<file path="src/rtl/wb_regfile_pkg.sv">
// ============================================================================
// wb_regfile_pkg : shared register-file types and constants
// Rev 1.0
// ============================================================================
`default_nettype none

package wb_regfile_pkg;

   localparam int RegBusW     = 32;
   localparam int RegAddrBusW = 5;
   localparam int RegNum      = 32;

   typedef logic [RegBusW-1:0]     RegBus;
   typedef logic [RegAddrBusW-1:0] RegAddrBus;

   localparam RegBus     ZeroWord     = '0;
   localparam RegAddrBus NOPRegAddr   = '0;
   localparam logic      WriteEnable  = 1'b1;
   localparam logic      WriteDisable = 1'b0;
   localparam logic      ReadEnable   = 1'b1;
   localparam logic      ReadDisable  = 1'b0;

endpackage

`default_nettype wire

</file>
<file path="src/rtl/wb_regfile_hilo_reg.sv">
// ============================================================================
// wb_regfile_hilo_reg : HI/LO storage with write-through bypass to EX
// Rev 1.0
// ============================================================================
`default_nettype none

module wb_regfile_hilo_reg
   import wb_regfile_pkg::*;
#(
   parameter int DATA_W = RegBusW
) (
   input  logic              clk,
   input  logic              rst,
   input  logic              wb_whilo,
   input  logic [DATA_W-1:0] wb_hi,
   input  logic [DATA_W-1:0] wb_lo,
   output logic [DATA_W-1:0] hi_o,
   output logic [DATA_W-1:0] lo_o
);

   logic [DATA_W-1:0] hi_q, lo_q;
   logic [DATA_W-1:0] hi_d, lo_d;

   // The next-state value doubles as the bypassed output.
   always_comb begin
      hi_d = hi_q;
      lo_d = lo_q;
      if (wb_whilo == WriteEnable) begin
         hi_d = wb_hi;
         lo_d = wb_lo;
      end
   end

   always_ff @(posedge clk or negedge rst) begin
      if (!rst) begin
         hi_q <= '0;
         lo_q <= '0;
      end else begin
         hi_q <= hi_d;
         lo_q <= lo_d;
      end
   end

   assign hi_o = rst ? hi_d : '0;
   assign lo_o = rst ? lo_d : '0;

endmodule

`default_nettype wire

</file>
<file path="src/rtl/wb_regfile.sv">
// ============================================================================
// wb_regfile : write-back GPR file (r0 = 0) with bypassed read ports and HI/LO
// Optional commit trace outputs under WB_COMMIT_TRACE_EN.   Rev 1.0
// ============================================================================
`default_nettype none

module wb_regfile
   import wb_regfile_pkg::*;
#(
   parameter int DATA_W  = RegBusW,
   parameter int ADDR_W  = RegAddrBusW,
   parameter int REG_NUM = 2 ** ADDR_W
) (
   input  logic              clk,
   input  logic              rst,
   input  logic [ADDR_W-1:0] wb_wd,
   input  logic              wb_wreg,
   input  logic [DATA_W-1:0] wb_wdata,
   input  logic [DATA_W-1:0] wb_hi,
   input  logic [DATA_W-1:0] wb_lo,
   input  logic              wb_whilo,
   input  logic              re1,
   input  logic [ADDR_W-1:0] raddr1,
   output logic [DATA_W-1:0] rdata1,
   input  logic              re2,
   input  logic [ADDR_W-1:0] raddr2,
   output logic [DATA_W-1:0] rdata2,
   output logic [DATA_W-1:0] hi_o,
   output logic [DATA_W-1:0] lo_o
`ifdef WB_COMMIT_TRACE_EN
   ,
   output logic [31:0]       commit_cnt,
   output logic              trace_valid,
   output logic [ADDR_W-1:0] trace_wd
`endif
);

   logic [DATA_W-1:0] gpr_q [REG_NUM];
   logic              w_gpr_we;

   assign w_gpr_we = (wb_wreg == WriteEnable) && (wb_wd != ADDR_W'(NOPRegAddr));

   always_ff @(posedge clk or negedge rst) begin
      if (!rst) begin
         for (int i = 0; i < REG_NUM; i++) begin
            gpr_q[i] <= '0;
         end
      end else if (w_gpr_we) begin
         gpr_q[wb_wd] <= wb_wdata;
      end
   end

   // Bypass is only taken for nonzero addresses, so r0 can never leak wb_wdata.
   always_comb begin
      rdata1 = '0;
      if (rst && (re1 == ReadEnable) && (raddr1 != '0)) begin
         if (w_gpr_we && (raddr1 == wb_wd)) rdata1 = wb_wdata;
         else                               rdata1 = gpr_q[raddr1];
      end
   end

   always_comb begin
      rdata2 = '0;
      if (rst && (re2 == ReadEnable) && (raddr2 != '0)) begin
         if (w_gpr_we && (raddr2 == wb_wd)) rdata2 = wb_wdata;
         else                               rdata2 = gpr_q[raddr2];
      end
   end

   wb_regfile_hilo_reg #(
      .DATA_W (DATA_W)
   ) u_hilo (
      .clk      (clk),
      .rst      (rst),
      .wb_whilo (wb_whilo),
      .wb_hi    (wb_hi),
      .wb_lo    (wb_lo),
      .hi_o     (hi_o),
      .lo_o     (lo_o)
   );

`ifdef WB_COMMIT_TRACE_EN
   logic              w_commit;
   logic [31:0]       commit_cnt_q, commit_cnt_d;
   logic              trace_valid_q;
   logic [ADDR_W-1:0] trace_wd_q;

   // One increment per edge even when GPR and HI/LO both commit.
   assign w_commit     = w_gpr_we || (wb_whilo == WriteEnable);
   assign commit_cnt_d = w_commit ? commit_cnt_q + 32'd1 : commit_cnt_q;

   always_ff @(posedge clk or negedge rst) begin
      if (!rst) begin
         commit_cnt_q  <= '0;
         trace_valid_q <= WriteDisable;
         trace_wd_q    <= '0;
      end else begin
         commit_cnt_q  <= commit_cnt_d;
         trace_valid_q <= w_commit;
         trace_wd_q    <= wb_wd;
      end
   end

   assign commit_cnt  = commit_cnt_q;
   assign trace_valid = trace_valid_q;
   assign trace_wd    = trace_wd_q;
`endif

endmodule

`default_nettype wire

</file>
<file path="config.mk">
export PLATFORM = sky130hd
export DESIGN_NAME = wb_regfile
export DESIGN_NICKNAME = d
export VERILOG_FILES = /design/src/rtl/wb_regfile_pkg.sv /design/src/rtl/wb_regfile_hilo_reg.sv /design/src/rtl/wb_regfile.sv
export SDC_FILE = /design/constraint.sdc
export NUM_CORES = 2
export LEC_CHECK = 0
export CORE_ASPECT_RATIO = 1.5
export CORE_UTILIZATION = 50
export DETAILED_ROUTE_END_ITERATION = 7
export HOLD_SLACK_MARGIN = 0.02
export MAX_ROUTING_LAYER = met4
export PLACE_DENSITY_LB_ADDON = 0.25
export SLEW_MARGIN = 40
export SYNTH_ARGS = -nofsm -noshare
export SYNTH_HDL_FRONTEND = slang
export SYNTH_SLANG_ARGS = --single-unit
</file>
<file path="constraint.sdc">
create_clock -name clk -period 2.9 [get_ports clk]
set_clock_uncertainty 0.15 [all_clocks]
set_input_delay 0.435 -clock clk [delete_from_list [all_inputs] [get_ports clk]]
set_output_delay 0.435 -clock clk [all_outputs]
set_load 0.01 [all_outputs]
</file>
==> metrics.cfg <==
[pwr]
swShare_pct = 28.1
p_per_area_nw_per_um2 = 627
comb_power_share_pct = 22.7
power.switching_mw = 12.7
ir_worst_vdd_mv = 0.515
p_leak_nw = 31.1
p_int_mw = 32.4
finalPower_mw = 45.0
p_seq_share_pct = 44.3
clockPowerShare_pct = 33.0

[setup_path]
path_buf_inv = 4
critical_path.endpoint = rdata2[10]
cp_max_fo = 12
slowest_stage = nor2_4
path_depth = 9
r2r_end = u_hilo.hi_q[2]
critPathKind = input port to primary output
end_kind = primary output
rrSetupSlack_ps = 1450
required_ps = 2320
critPathTopFamily = buffers and inverters
reg2reg_from = u_hilo.hi_q[2]
crit_top_cell = buf_4
start_kind = input port
worstPathArrival_ps = 2530
worstSetupStartpoint = raddr2[2]
rr_worst_depth = 2
crit_chain = buf_4, buf_4, nor2_4, buf_4, a22oi_1, nand2_1, nand3_1, o211ai_1, buf_2
cp_slowest_stage_delay_ps = 640

[sta]
relSlewSlack_pct = 43.7
fin_crit_sh_pct = 108
slew_viol_final = 0
period_needed_ps = 3120
tightest_slew_ps = 842
hold_viol_final = 0
timing.fmax_mhz = 321
setup_violations = 49
rsz0062_at_grt = yes
setup_ws_ps = -220

[placement]
detailed_place_hpwl_um = 121000
place.gp.congestion = 0.903
placed_cell_area_um2 = 65800
io_buffers = 244

[finish]
area_delta_synth_final_pct = 24.3
drive_gt1_share_pct = 56.1
final_cell_area_um2 = 71800
fin_nets = 4590
fillers = 8575

[worst_hold_path]
hp-class = input port to asynchronous set/reset pin

[global_routing]
grt_usage_pct = 33.4
grt_max_degree = 145
grt_remaining_overflow = 0
grt_pass1_wl_um = 280000
grt_pass1_vias = 42499
antenna_found_initial = 2

[clock_tree]
htreeDepth = 3
insertion_delay_ps = 720
cts_tree = built
cts.path.max_buffers = 3
cts-root-buf = clkbuf_16
cts_made_buffers = 109
path_clk_slew_ps = 60
cts_sinks = 1088

[floorplan]
num_rows = 152
core_um2 = 114000
fp.dieH_um = 418
start_util_pct = 50.4
die_w_um = 279
die_area_um2 = 117000
io_pins = 245

[drt]
avgRoutedWirePerCell_um = 30.8
drt-total-wl_um = 188000
dr.first_iter.drc_count = 3196
route.vias.total = 40153
final_antenna_net_count = 0
drc = 0
vias_per_cell = 6.58
drt_first_pass_iters = 6

[yosys]
synth_cell_types = 40
synth_ff_type = dfrtp_1
netlist_area_um2 = 57700
async_flop_share_pct = 100
synth_edf_count = 0
syn-num-nets = 4154
ys_ff_latch = 1088
yosys.area.top_type = dfrtp_1
avgSynthCellArea_um2 = 14.3
ys_warn_count = 0
synth_area_leaders = dfrtp_1 (47%), mux2_2 (20%), mux4_2 (15%), mux2i_1 (4.4%), a22oi_1 (2.5%)
seq_area_frac_synth_pct = 47.2
synth_cells = 4037
synth_top_area_share_pct = 47.2

[run_status]
violations = negative setup slack
status = finished, violations left

[job]
maxCapViolCount = 0

## cells in the final DEF (no fill, tap or decap), types with 33 or more instances in the layout
master and instances:
buf_12 157, clkbuf_16 112, nand2_2 51, clkdlybuf4s50_1 161, dfrtp_1 1088, a221oi_2 48
buf_6 38, a211o_1 33, buf_2 56, a22oi_2 144, a22oi_1 48, mux2i_1 254
mux2_2 1032, nor2_1 36, nand2_1 34, a221oi_1 80, and2_1 64, buf_4 331
mux4_2 384
## cell type report
type | instances | area [µm²] | share of cell area (%)
Sequential cell | 1088 | 27200 | 37.9
Inverter | 4 | 15.0 | 0.0209
Tap cell | 1540 | 1930 | 2.68
Clock buffer | 154 | 3130 | 4.36
Antenna cell | 4 | 10.0 | 0.0139
Timing Repair Buffer | 779 | 8610 | 12.0
Clock inverter | 44 | 609 | 0.849
Multi-Input combinational cell | 2491 | 30300 | 42.2
## sequential cells by signal, indices dropped and copies added, names as in the netlist
register	count
u_hilo.hi_q	32
u_hilo.lo_q	32
gpr_q	1024
## layer usage
layer | GRT usage [%] | wire, µm | vias up
li1 | - | - | 16434
met1 | 40.6 | 70600 | 21381
met2 | 54.3 | 92900 | 1718
met3 | 5.11 | 13700 | 620
met4 | 17.1 | 10700 | 0
met5 | - | 0 | -
## stage by stage
step	cells	setup slack, ps	hold WS (ps)	util (%)	TNS, ps
after global placement	5837	-803	227	57.4	-38810
final	6104	-220	45.8	62.7	-3050
after detailed placement	5839	-779	232	57.4	-38070
after CTS	6077	-256	50.8	62.0	-4390
after global routing	6102	-268	92.1	62.7	-5990
after floorplan	4037	306	-10.6	-	0
## how the worst min path moves through the flow
stage | startpoint | end
finish | rst | gpr_q[156]
global route | rst | gpr_q[156]
CTS | rst | gpr_q[156]
global placement | gpr_q[998] | gpr_q[998]
floorplan | rst | gpr_q[0]
detailed placement | gpr_q[1010] | gpr_q[1010]
## power groups by stage
| stage | combinational [mW] | sequential, mW | clock [mW] |
|---|---|---|---|
| 3_3_place_gp | 9.27 | 19.9 | 0 |
| 5_1_grt | 10.9 | 20.3 | 15.7 |
| 3_5_place_dp | 9.46 | 20.2 | 0 |
| 4_1_cts | 9.97 | 19.9 | 15.1 |
| 2_1_floorplan | 6.49 | 19.5 | 0 |
| 6_report | 10.2 | 19.9 | 14.9 |
## cells in the mapped netlist (29+ instances only)
master    number
nor2_1        57
o21a_1        32
buf_4         29
a221oi_1     128
clkbuf_1     240
nand3_1       36
a22oi_1      192
mux2i_1      256
a21oi_1       64
mux2_2      1032
buf_1         64
nand2_1       85
mux4_2       384
a211o_1       33
o21bai_1      32
buf_2        105
dfrtp_1     1088
and2_1        66
o211ai_1      32
## repair_timing
| action | CTS | global route |
|---|---|---|
| buffers inserted | 52 | 25 |
| cloned | 5 | 2 |
| hold buffers | 9 | 0 |
| hold endpoints to repair | 110 | 0 |
| gates resized for setup | 552 | 117 |
| setup endpoints to repair | 64 | 66 |
| pin swaps | 210 | 90 |
## logic make-up (layout without fill, tap and decap cells)
kind of cell,after synthesis,count (layout),synth area share (%)
compound gates,518,518,6.86
xor+xnor,10,10,0.152
buf+inv,458,981,3.58
flops,1088,1088,47.2
mux,1696,1696,40.0
other cells,0,4,0
simple gates,267,267,2.23
## worst register-to-register path: stages (launching register included)
cell and delay, ps:
dfrtp_1 360, mux2_2 260, dlygate4sd3_1 560
Note: power is estimated with default switching activity, not from simulation.
